--- config.mk ---
export PLATFORM = sky130hd
export DESIGN_NAME = uart_rx_core_p_flat
export DESIGN_NICKNAME = d
export VERILOG_FILES = /design/src/rtl/uart_rx_pkg.sv /design/src/rtl/uart_rx_core_p_if.sv /design/src/rtl/uart_rx_timeout.sv /design/src/rtl/uart_rx_core_p.sv /design/src/flat_wrapper.sv
export SDC_FILE = /design/constraint.sdc
export NUM_CORES = 1
export LEC_CHECK = 0
export CAP_MARGIN = 40
export CORE_UTILIZATION = 45
export DETAILED_ROUTE_END_ITERATION = 10
export PLACE_DENSITY = 0.68
export SETUP_SLACK_MARGIN = 0.02
export SLEW_MARGIN = 40
export SYNTH_ARGS = -nofsm -noshare
export SYNTH_HDL_FRONTEND = slang
export SYNTH_SLANG_ARGS = --single-unit
--- constraint.sdc ---
create_clock -name clk -period 5 [get_ports clk]
set_input_delay 1 -clock clk [delete_from_list [all_inputs] [get_ports clk]]
set_output_delay 1 -clock clk [all_outputs]
set_load 0.01 [all_outputs]
--- src/rtl/uart_rx_pkg.sv ---
// Shared encodings for the uart_rx_core_p receive engine: FSM states, error-bus bit
// positions, line-control bit positions and the glitch-filter vote.
package uart_rx_pkg;

    typedef enum logic [2:0] {
        StIdle     = 3'd0,
        StStart    = 3'd1,
        StData     = 3'd2,
        StParity   = 3'd3,
        StStop     = 3'd4,
        StPush     = 3'd5,
        StWaitIdle = 3'd6
    } rx_state_e;

    localparam int unsigned ErrBrk = 2;
    localparam int unsigned ErrPe  = 1;
    localparam int unsigned ErrFe  = 0;

    localparam int unsigned LcrWls = 0;  // [1:0] word length select
    localparam int unsigned LcrStb = 2;
    localparam int unsigned LcrPen = 3;
    localparam int unsigned LcrEps = 4;
    localparam int unsigned LcrSp  = 5;

    function automatic logic maj3(input logic [2:0] v);
        return (v[0] & v[1]) | (v[0] & v[2]) | (v[1] & v[2]);
    endfunction

endpackage

--- src/rtl/uart_rx_core_p_if.sv ---
// Bus between the UART register block (master) and the receive engine (slave).
interface uart_rx_core_p_if #(
    parameter int unsigned TOC_W = 10
);
    logic             enable;
    logic             srx_pad_i;
    logic [7:0]       lcr;
    logic             rf_pop;
    logic             rf_empty;
    logic [7:0]       rx_data;
    logic [2:0]       rx_err;
    logic             rx_push;
    logic [TOC_W-1:0] counter_t;
    logic             rx_timeout;
    logic [2:0]       rstate;

    modport master (
        output enable, srx_pad_i, lcr, rf_pop, rf_empty,
        input  rx_data, rx_err, rx_push, counter_t, rx_timeout, rstate
    );

    modport slave (
        input  enable, srx_pad_i, lcr, rf_pop, rf_empty,
        output rx_data, rx_err, rx_push, counter_t, rx_timeout, rstate
    );
endinterface

--- src/rtl/uart_rx_timeout.sv ---
// Character-timeout counter: reloads with four character times computed from lcr,
// counts down on oversample ticks and saturates at zero.
module uart_rx_timeout
    import uart_rx_pkg::*;
#(
    parameter int unsigned OVERSAMPLE = 16,
    parameter int unsigned TOC_W      = 10
) (
    input  logic             clk,
    input  logic             wb_rst_i,
    input  logic             enable,
    input  logic [3:0]       lcr,
    input  logic             rx_push,
    input  logic             rf_pop,
    input  logic             rf_empty,
    output logic [TOC_W-1:0] counter_t,
    output logic             rx_timeout
);
    localparam int unsigned TicksPer4Bits = 4 * OVERSAMPLE;

    logic [3:0]       frame_bits;
    logic [TOC_W-1:0] toc;
    logic [TOC_W-1:0] counter_q, counter_d;

    // start + (5 + wls) data + parity + stop + optional second stop
    always_comb begin
        frame_bits = 4'd7 + {2'b00, lcr[1:0]} + {3'b000, lcr[LcrPen]} + {3'b000, lcr[LcrStb]};
        toc        = TOC_W'(32'(frame_bits) * TicksPer4Bits - 32'd1);
    end

    always_comb begin
        counter_d = counter_q;
        if (rx_push || rf_pop || rf_empty) begin
            counter_d = toc;
        end else if (enable && (counter_q != '0)) begin
            counter_d = counter_q - 1'b1;
        end
    end

    always_ff @(posedge clk or posedge wb_rst_i) begin
        if (wb_rst_i) begin
            counter_q <= '1;
        end else begin
            counter_q <= counter_d;
        end
    end

    assign counter_t  = counter_q;
    assign rx_timeout = (counter_q == '0) && !rf_empty;

endmodule

--- src/rtl/uart_rx_core_p.sv ---
// UART receive engine: 2-flop synchroniser, optional majority glitch filter
// (UART_RX_GLITCH_FILTER_EN), character FSM with parity/framing/break detection.
module uart_rx_core_p
    import uart_rx_pkg::*;
#(
    parameter int unsigned OVERSAMPLE = 16,
    parameter int unsigned TOC_W      = 10
) (
    input  logic            clk,
    input  logic            wb_rst_i,
    uart_rx_core_p_if.slave bus
);
    localparam int unsigned      ScntW    = $clog2(OVERSAMPLE);
    localparam logic [ScntW-1:0] ScntHalf = ScntW'(OVERSAMPLE / 2 - 1);
    localparam logic [ScntW-1:0] ScntLast = ScntW'(OVERSAMPLE - 1);

    logic [1:0] sync_q;
    logic       s_sync;
    logic       s;

    always_ff @(posedge clk or posedge wb_rst_i) begin
        if (wb_rst_i) begin
            sync_q <= 2'b11;
        end else begin
            sync_q <= {sync_q[0], bus.srx_pad_i};
        end
    end
    assign s_sync = sync_q[1];

`ifdef UART_RX_GLITCH_FILTER_EN
    // Two stored taps plus the live sample, so start detection gains only one tick.
    logic [1:0] filt_q;
    always_ff @(posedge clk or posedge wb_rst_i) begin
        if (wb_rst_i) begin
            filt_q <= 2'b11;
        end else if (bus.enable) begin
            filt_q <= {filt_q[0], s_sync};
        end
    end
    assign s = maj3({filt_q, s_sync});
`else
    assign s = s_sync;
`endif

    rx_state_e        state_q, state_d;
    logic [ScntW-1:0] scnt_q, scnt_d;
    logic [2:0]       bitcnt_q, bitcnt_d;
    logic [7:0]       shift_q, shift_d;
    logic [5:0]       lcr_q, lcr_d;
    logic             par_q, par_d;
    logic [7:0]       data_q, data_d;
    logic [2:0]       err_q, err_d;
    logic             brk_q, brk_d;
    logic             perr;
    logic             brk_now;
    logic             unused_lcr;

    assign unused_lcr = ^bus.lcr[7:6];

    always_comb begin
        perr = 1'b0;
        if (lcr_q[LcrSp]) begin
            perr = (par_q != ~lcr_q[LcrEps]);
        end else if (lcr_q[LcrEps]) begin
            perr = (^shift_q) ^ par_q;
        end else begin
            perr = ~((^shift_q) ^ par_q);
        end
        brk_now = (shift_q == 8'h00) && (!lcr_q[LcrPen] || !par_q) && !s;
    end

    always_comb begin
        state_d  = state_q;
        scnt_d   = scnt_q;
        bitcnt_d = bitcnt_q;
        shift_d  = shift_q;
        lcr_d    = lcr_q;
        par_d    = par_q;
        data_d   = data_q;
        err_d    = err_q;
        brk_d    = brk_q;
        case (state_q)
            StIdle: begin
                if (bus.enable && !s) begin
                    state_d = StStart;
                    scnt_d  = '0;
                    lcr_d   = bus.lcr[5:0];
                end
            end
            StStart: begin
                if (bus.enable) begin
                    if (scnt_q == ScntHalf) begin
                        if (s) begin
                            state_d = StIdle;
                        end else begin
                            state_d  = StData;
                            scnt_d   = '0;
                            bitcnt_d = '0;
                            shift_d  = '0;
                        end
                    end else begin
                        scnt_d = scnt_q + 1'b1;
                    end
                end
            end
            StData: begin
                if (bus.enable) begin
                    if (scnt_q == ScntLast) begin
                        scnt_d           = '0;
                        shift_d[bitcnt_q] = s;
                        // last data bit index is NB-1 = 4 + wls
                        if (bitcnt_q == {1'b1, lcr_q[LcrWls +: 2]}) begin
                            state_d = lcr_q[LcrPen] ? StParity : StStop;
                        end else begin
                            bitcnt_d = bitcnt_q + 3'd1;
                        end
                    end else begin
                        scnt_d = scnt_q + 1'b1;
                    end
                end
            end
            StParity: begin
                if (bus.enable) begin
                    if (scnt_q == ScntLast) begin
                        scnt_d  = '0;
                        par_d   = s;
                        state_d = StStop;
                    end else begin
                        scnt_d = scnt_q + 1'b1;
                    end
                end
            end
            StStop: begin
                if (bus.enable) begin
                    if (scnt_q == ScntLast) begin
                        err_d = '0;
                        if (brk_now) begin
                            data_d        = '0;
                            err_d[ErrBrk] = 1'b1;
                            brk_d         = 1'b1;
                        end else begin
                            data_d       = shift_q;
                            err_d[ErrPe] = lcr_q[LcrPen] & perr;
                            err_d[ErrFe] = ~s;
                            brk_d        = 1'b0;
                        end
                        state_d = StPush;
                    end else begin
                        scnt_d = scnt_q + 1'b1;
                    end
                end
            end
            StPush: begin
                state_d = brk_q ? StWaitIdle : StIdle;
            end
            StWaitIdle: begin
                if (bus.enable && s) begin
                    state_d = StIdle;
                end
            end
            default: begin
                if (bus.enable) begin
                    state_d = StIdle;
                end
            end
        endcase
    end

    always_ff @(posedge clk or posedge wb_rst_i) begin
        if (wb_rst_i) begin
            state_q  <= StIdle;
            scnt_q   <= '0;
            bitcnt_q <= '0;
            shift_q  <= '0;
            lcr_q    <= '0;
            par_q    <= 1'b0;
            data_q   <= '0;
            err_q    <= '0;
            brk_q    <= 1'b0;
        end else begin
            state_q  <= state_d;
            scnt_q   <= scnt_d;
            bitcnt_q <= bitcnt_d;
            shift_q  <= shift_d;
            lcr_q    <= lcr_d;
            par_q    <= par_d;
            data_q   <= data_d;
            err_q    <= err_d;
            brk_q    <= brk_d;
        end
    end

    assign bus.rx_data = data_q;
    assign bus.rx_err  = err_q;
    assign bus.rx_push = (state_q == StPush);
    assign bus.rstate  = state_q;

    uart_rx_timeout #(
        .OVERSAMPLE(OVERSAMPLE),
        .TOC_W     (TOC_W)
    ) u_timeout (
        .clk       (clk),
        .wb_rst_i  (wb_rst_i),
        .enable    (bus.enable),
        .lcr       (bus.lcr[3:0]),
        .rx_push   (bus.rx_push),
        .rf_pop    (bus.rf_pop),
        .rf_empty  (bus.rf_empty),
        .counter_t (bus.counter_t),
        .rx_timeout(bus.rx_timeout)
    );

endmodule

--- src/flat_wrapper.sv ---
// flat-port wrapper written by rule: the top's interface ports become plain ports
module uart_rx_core_p_flat import uart_rx_pkg::*;
#(
    parameter int unsigned OVERSAMPLE = 16,
    parameter int unsigned TOC_W      = 10
)
  (clk, wb_rst_i, bus_enable, bus_srx_pad_i, bus_lcr, bus_rf_pop, bus_rf_empty, bus_rx_data, bus_rx_err, bus_rx_push, bus_counter_t, bus_rx_timeout, bus_rstate);
  uart_rx_core_p_if #(.TOC_W(TOC_W)) bus_i ();
  input  logic clk;
  input  logic wb_rst_i;
  input wire logic [$bits(bus_i.enable)-1:0] bus_enable;
  input wire logic [$bits(bus_i.srx_pad_i)-1:0] bus_srx_pad_i;
  input wire logic [$bits(bus_i.lcr)-1:0] bus_lcr;
  input wire logic [$bits(bus_i.rf_pop)-1:0] bus_rf_pop;
  input wire logic [$bits(bus_i.rf_empty)-1:0] bus_rf_empty;
  output wire logic [$bits(bus_i.rx_data)-1:0] bus_rx_data;
  output wire logic [$bits(bus_i.rx_err)-1:0] bus_rx_err;
  output wire logic [$bits(bus_i.rx_push)-1:0] bus_rx_push;
  output wire logic [$bits(bus_i.counter_t)-1:0] bus_counter_t;
  output wire logic [$bits(bus_i.rx_timeout)-1:0] bus_rx_timeout;
  output wire logic [$bits(bus_i.rstate)-1:0] bus_rstate;
  assign bus_i.enable = bus_enable;
  assign bus_i.srx_pad_i = bus_srx_pad_i;
  assign bus_i.lcr = bus_lcr;
  assign bus_i.rf_pop = bus_rf_pop;
  assign bus_i.rf_empty = bus_rf_empty;
  assign bus_rx_data = bus_i.rx_data;
  assign bus_rx_err = bus_i.rx_err;
  assign bus_rx_push = bus_i.rx_push;
  assign bus_counter_t = bus_i.counter_t;
  assign bus_rx_timeout = bus_i.rx_timeout;
  assign bus_rstate = bus_i.rstate;
  uart_rx_core_p #(.OVERSAMPLE(OVERSAMPLE), .TOC_W(TOC_W)) u_core (.clk(clk), .wb_rst_i(wb_rst_i), .bus(bus_i));
endmodule
==> results.sh, run 1 <==
export IMPL_status="finished, final reports clean"
export IMPL_root_buffer="sky130_fd_sc_hd__clkbuf_8"
export IMPL_cts_hold_repair_buffers=0
export IMPL_timing_setup_critical_path_class="flip-flop to primary output"
export IMPL_finalClockSkew_ps=9.71
export IMPL_drt_wirelength_per_cell_um=14.8
export IMPL_arrival_time_of_data_at_the_critical_path_endpoint_ps=2160
export IMPL_floorplan_initialDensity=0.474
export IMPL_yosys_warnings=0
export IMPL_worst_ep_required_time_ps=4000
export IMPL_tritoncts_num_sinks=47
export IMPL_grt_antenna_before_repair=0
export IMPL_placement_io_buffers=37
export IMPL_min_path_type="flip-flop to flip-flop"
export IMPL_synth_cell_area_mm2=0.00286
export IMPL_num_vias=2156
export IMPL_ioPinCount=40
export IMPL_post_dr_vias_cell=5.50
export IMPL_timing_critical_path_cells="nor2b_1 > and2_1 > clkdlybuf4s50_1"
export IMPL_routabilityCongestion=0.798
export IMPL_worstSkewPairLatency_ps=310
export IMPL_synthesis_nets=317
export IMPL_routed_wl_mm=5.78
export IMPL_timing_critical_path_slowest_stage_cell="sky130_fd_sc_hd__dfrtp_1"
export IMPL_numPlacedInstances=384
export IMPL_leakage_nw=1.44
export IMPL_fin_nets=343
export IMPL_proportion_of_synthesized_flip_flops_having_asynchronous_set_or_reset=1.00
export IMPL_first_pass_grt_wire_length_mm=9.65
export IMPL_slew_limit_headroom=0.513
export IMPL_post_layout_total_power_mw=1.35
export IMPL_grt_util_all_layers=0.193
export IMPL_globalRoute_totalOverflow=0
export IMPL_timing_limited_maximum_frequency_mhz=316
export IMPL_min_period_over_period=0.632
export IMPL_final_report_hold_violation_count=0
export IMPL_final_area_mm2=0.00333
export IMPL_drv_max_cap_violation_count=0
export IMPL_die_area_mm2=0.00667
export IMPL_dr_first_iter_drc_count=152
export IMPL_synth_edff_count=0
export IMPL_post_route_min_period_ps=3160
export IMPL_power_internal_mw=0.855
export IMPL_cts_htree_levels=2
export IMPL_netlist_instances=290
export IMPL_start_kind="flip-flop"
export IMPL_cts_resized_gates=0
export IMPL_synthesis_area_per_instance_um2=9.85
export IMPL_ant_nets=0
export IMPL_comb_power_share=0.354
export IMPL_worst_setup_path_end_kind="primary output"
export IMPL_core_area_mm2=0.00603
export IMPL_seq_power_share=0.436
export IMPL_setup_viols_final=0
export IMPL_synth_cell_types=55
export IMPL_path_delay_family="flip-flops"
export IMPL_postLayoutCoreUtil=0.553
export IMPL_clock_power_share=0.210
export IMPL_layout_cells_most_common="sky130_fd_sc_hd__clkdlybuf4s50_1"
export IMPL_sequential_share_of_the_synthesized_area=0.417
export IMPL_num_rows=28
export IMPL_cp_max_fo=20
export IMPL_buffers_from_clock_root_to_sink_at_most=2
export IMPL_clkSlewWorstSetupHoldPaths_ps=90
export IMPL_cts_setup_buffers=0
export IMPL_vias_in_the_first_global_route=1991
export IMPL_setup_tns_ps=0
export IMPL_layoutNonFillerInstCount=392
export IMPL_final_max_slew_viol_count=0
export IMPL_total_switching_power_mw=0.493
export IMPL_rsz0062_at_grt="no"
export IMPL_dieWidth_um=81.7
export IMPL_ir_worst_vdd_mv=0.236
export IMPL_cts_made_buffers=5
export IMPL_yosys_most_used_dff="sky130_fd_sc_hd__dfrtp_1"
export IMPL_net_sw_frac=0.366
export IMPL_drt_first_pass_iters=4
export IMPL_commonest_cells_after_routing_fill_and_taps_aside="sky130_fd_sc_hd__clkdlybuf4s50_1, sky130_fd_sc_hd__dfrtp_1, sky130_fd_sc_hd__nand2_1, sky130_fd_sc_hd__inv_1, sky130_fd_sc_hd__nor2_1"
export IMPL_pwr_density_cell_mw_per_mm2=404
export IMPL_worst_slew_pin_slew_ps=730
export IMPL_hpwl_dp_mm=4.15
export IMPL_cp_bufs_invs=1
export IMPL_area_growth_synth_to_final_pct=16.7
export IMPL_flip_flop_and_latch_count_after_synthesis=47
export IMPL_dpl_instance_area_mm2=0.00322
export IMPL_floorplan_die_height_um=81.7
export IMPL_grt_max_degree=48
export IMPL_insertedDiodeCount=0
export IMPL_clock_tree_from_tritoncts="built"
export IMPL_slowest_delay_ps=710
export IMPL_drc_errors=0
export IMPL_drive_above_1_share=0.139
-- sequential cells by signal, indices dropped and copies added (netlist names), 3 cells and up --
| name | count |
|---|---|
| u_core.bus.rx_data | 8 |
| u_core.bitcnt_q | 3 |
| u_core.u_timeout.counter_t | 10 |
| u_core.bus.rstate | 3 |
| u_core.scnt_q | 4 |
| u_core.shift_q | 8 |
| u_core.lcr_q | 5 |
-- power groups by stage --
stage / Clock (mW) / Combinational [mW] / Sequential [mW]
5_1_grt: 0.308 / 0.539 / 0.604
3_5_place_dp: 0 / 0.476 / 0.593
6_report: 0.283 / 0.477 / 0.588
4_1_cts: 0.290 / 0.479 / 0.586
3_3_place_gp: 0 / 0.462 / 0.590
2_1_floorplan: 0 / 0.426 / 0.528
-- cell families (layout without fill, tap and decap cells) --
| family | after synthesis | count (layout) | share of synthesized area |
|---|---|---|---|
| buf+inv | 41 | 68 | 0.0692 |
| simple gates | 104 | 104 | 0.206 |
| flops | 47 | 47 | 0.417 |
| mux | 22 | 22 | 0.0810 |
| compound gates | 44 | 44 | 0.109 |
| xor+xnor | 19 | 19 | 0.0582 |
| fa+ha+maj | 13 | 13 | 0.0595 |
-- Yosys cell counts (4+ instances only) --
cell	number	share of area
sky130_fd_sc_hd__a21oi_1	10	0.018
sky130_fd_sc_hd__a22o_1	9	0.028
sky130_fd_sc_hd__buf_2	11	0.019
sky130_fd_sc_hd__dfrtp_1	35	0.31
sky130_fd_sc_hd__dfstp_2	12	0.11
sky130_fd_sc_hd__ha_1	12	0.053
sky130_fd_sc_hd__inv_1	22	0.029
sky130_fd_sc_hd__mux2_2	9	0.035
sky130_fd_sc_hd__mux2i_1	13	0.046
sky130_fd_sc_hd__nand2_1	31	0.041
sky130_fd_sc_hd__nand3_1	12	0.021
sky130_fd_sc_hd__nor2_1	17	0.022
sky130_fd_sc_hd__nor3_1	7	0.012
sky130_fd_sc_hd__nor4_1	6	0.013
sky130_fd_sc_hd__o21ai_0	6	0.011
sky130_fd_sc_hd__xnor2_1	15	0.046
sky130_fd_sc_hd__xor2_1	4	0.012
-- metrics by stage --
step / setup WS [ps] / hold WS [ps]
after floorplan: 2360 / 345
after global placement: 1760 / 347
after detailed placement: 1720 / 352
after CTS: 1850 / 360
after global routing: 1720 / 375
final: 1840 / 360
-- area by class of cell --
type                    instances  area (um^2)
clock buffers                   5         68.8
clock inverters                 3         43.8
fillers                       535         2690
inverters                      23         91.3
multi-input cells             202         1480
flip-flops and latches         47         1190
well taps                      75         93.8
repair buffers                 37          370
-- path summary, 6_finish.rpt --
check	cells past startpoint	endpoint	startpoint	slack, ps
max	3	bus_rx_push	u_core.bus.rstate[0]	1840
min	0	u_core.sync_q[1]	u_core.sync_q[0]	360
max reg2reg	6	u_core.bus.rx_err[1]	u_core.scnt_q[1]	2920
min reg2reg	0	u_core.sync_q[1]	u_core.sync_q[0]	360
max in group asynchronous	2	u_core.bus.rx_err[0]	wb_rst_i	3500
min in group asynchronous	2	u_core.lcr_q[5]	wb_rst_i	1110
-- worst reg2reg max path: cells and delay by family (launching register included) --
family	cells	cell delay (ps)
and+or+nand+nor	3	750
adders and majority gates	1	250
AOI/OAI and AO/OA	2	640
DFF	1	390
-- routing by layer --
metal,share of wire,track usage
met1,0.49,0.273
met2,0.46,0.293
met3,0.040,0.0522
met4,0.0083,0.0456
met5,0,0
(Power assumes the default switching activity.)
==> run 2, diff against run 1 <==
--- a/config.mk
+++ b/config.mk
@@ -8,7 +8,7 @@
 export CAP_MARGIN = 40
 export CORE_UTILIZATION = 45
 export DETAILED_ROUTE_END_ITERATION = 10
-export PLACE_DENSITY = 0.68
+export PLACE_DENSITY = 0.7
 export SETUP_SLACK_MARGIN = 0.02
 export SLEW_MARGIN = 40
 export SYNTH_ARGS = -nofsm -noshare
==> constraint.sdc (replaced) <==
create_clock -name clk -period 2.9 [get_ports clk]
set_input_delay 0.58 -clock clk [delete_from_list [all_inputs] [get_ports clk]]
set_output_delay 0.58 -clock clk [all_outputs]
set_load 0.01 [all_outputs]
==> run 2 against run 1 <==
Via count down 1.3%. Routed wire length decreased by 0.90%. Count of clock-buffer cells in the layout is the same.
==> results.sh, run 2 (synthesis results as in run 1) <==
export IMPL_commonest_cells_after_routing_fill_and_taps_aside="sky130_fd_sc_hd__clkdlybuf4s50_1, sky130_fd_sc_hd__dfrtp_1, sky130_fd_sc_hd__nand2_1, sky130_fd_sc_hd__inv_1, sky130_fd_sc_hd__nor2_1"
export IMPL_core_area_mm2=0.00603
export IMPL_worst_setup_path_end_kind="primary output"
export IMPL_slew_limit_headroom=0.685
export IMPL_routabilityCongestion=0.827
export IMPL_buffers_from_clock_root_to_sink_at_most=2
export IMPL_timing_limited_maximum_frequency_mhz=376
export IMPL_insertedDiodeCount=0
export IMPL_final_area_mm2=0.00339
export IMPL_cp_max_fo=4
export IMPL_timing_setup_critical_path_class="flip-flop to primary output"
export IMPL_min_period_over_period=0.918
export IMPL_fin_nets=349
export IMPL_cts_resized_gates=0
export IMPL_start_kind="flip-flop"
export IMPL_pwr_density_cell_mw_per_mm2=690
export IMPL_ir_worst_vdd_mv=0.408
export IMPL_drv_max_cap_violation_count=0
export IMPL_drive_above_1_share=0.158
export IMPL_globalRoute_totalOverflow=0
export IMPL_clkSlewWorstSetupHoldPaths_ps=90
export IMPL_slowest_delay_ps=540
export IMPL_area_growth_synth_to_final_pct=18.8
export IMPL_grt_util_all_layers=0.188
export IMPL_grt_antenna_before_repair=0
export IMPL_tritoncts_num_sinks=47
export IMPL_grt_max_degree=27
export IMPL_min_path_type="flip-flop to flip-flop"
export IMPL_root_buffer="sky130_fd_sc_hd__clkbuf_8"
export IMPL_n_fill_cell=538
export IMPL_hpwl_dp_mm=4.21
export IMPL_final_report_hold_violation_count=0
export IMPL_floorplan_initialDensity=0.474
export IMPL_placement_io_buffers=37
export IMPL_first_pass_grt_wire_length_mm=9.52
export IMPL_clock_tree_from_tritoncts="built"
export IMPL_layout_cells_most_common="sky130_fd_sc_hd__clkdlybuf4s50_1"
export IMPL_status="finished, final reports clean"
export IMPL_timing_critical_path_slowest_stage_cell="sky130_fd_sc_hd__clkdlybuf4s50_1"
export IMPL_dr_first_iter_drc_count=133
export IMPL_worstSkewPairLatency_ps=300
export IMPL_die_area_mm2=0.00667
export IMPL_largest_register_ffs=10
export IMPL_leakage_nw=1.47
export IMPL_routed_wl_mm=5.73
export IMPL_ant_nets=0
export IMPL_drt_first_pass_iters=4
export IMPL_timing_critical_path_cells="nor4_1 > nand3_1 > nor2_1 > clkdlybuf4s50_1"
export IMPL_ioPinCount=40
export IMPL_cts_htree_levels=2
export IMPL_cts_made_buffers=5
export IMPL_num_rows=28
export IMPL_worst_slew_pin_slew_ps=471
export IMPL_num_vias=2129
export IMPL_post_dr_vias_cell=5.35
export IMPL_cts_setup_buffers=0
export IMPL_drc_errors=0
export IMPL_rsz0062_at_grt="no"
export IMPL_post_route_min_period_ps=2660
export IMPL_dpl_instance_area_mm2=0.00327
export IMPL_setup_viols_final=0
export IMPL_dieWidth_um=81.7
export IMPL_drt_wirelength_per_cell_um=14.4
export IMPL_arrival_time_of_data_at_the_critical_path_endpoint_ps=2080
export IMPL_finalClockSkew_ps=7.94
export IMPL_vias_in_the_first_global_route=1988
export IMPL_cts_hold_repair_buffers=0
export IMPL_worst_ep_required_time_ps=2320
export IMPL_final_max_slew_viol_count=0
export IMPL_floorplan_die_height_um=81.7
export IMPL_numPlacedInstances=390
export IMPL_layoutNonFillerInstCount=398
export IMPL_setup_tns_ps=0
-- run 2: changes by cell type in the layout (fill, tap and decap cells not counted), sizes merged --
cell	delta
buf	+6
-- run 2: layer usage --
layer  vias to the layer above  routed length [um]  track usage
met5                         -                   0            0
met4                         0                  76       0.0754
met3                         7                 149       0.0300
met2                        28                2560        0.276
met1                      1019                2950        0.275
li1                       1075                   -            -
-- run 2: final cells by class --
cell class | count | area, um^2 | area share
clock buffers | 5 | 68.8 | 0.0203
repair buffers | 43 | 428 | 0.126
well taps | 75 | 93.8 | 0.0276
flip-flops and latches | 47 | 1190 | 0.351
multi-input cells | 202 | 1480 | 0.435
inverters | 23 | 90.1 | 0.0265
clock inverters | 3 | 47.5 | 0.0140
-- run 2: final timing paths --
check | startpoint | to | slack (ps) | cells past startpoint
worst max register to register | u_core.bus.rstate[2] | u_core.lcr_q[0] | 970 | 4
max in group asynchronous | wb_rst_i | u_core.shift_q[6] | 1870 | 3
worst min-delay path | u_core.sync_q[0] | u_core.sync_q[1] | 370 | 0
worst max-delay path | u_core.u_timeout.counter_t[8] | bus_rx_timeout | 240 | 4
worst min register to register | u_core.sync_q[0] | u_core.sync_q[1] | 370 | 0
min in group asynchronous | wb_rst_i | u_core.bitcnt_q[1] | 570 | 2
-- run 2: worst max-delay path: cells and delay by family, from the launching register on --
family	cells	cell delay, ps
buffers and inverters	1	540
DFF	1	410
and+or+nand+nor	3	830
-- run 2: where the power goes --
part	switching (mW)	internal, mW	total (mW)
registers	0.179	0.796	0.975
clock network	0.234	0.262	0.496
logic	0.435	0.435	0.870
total	0.848	1.49	2.34
-- run 2: through the flow --
stage                     power [mW]   util  worst slack (ps)  hold slack, ps
after floorplan                 1.65      -               684             345
after global placement          1.83  0.543               138             346
after detailed placement        1.85  0.543              80.4             355
after CTS                       2.36  0.562               207             369
after global routing            2.52  0.563              84.0             369
final                           2.34  0.563               238             368
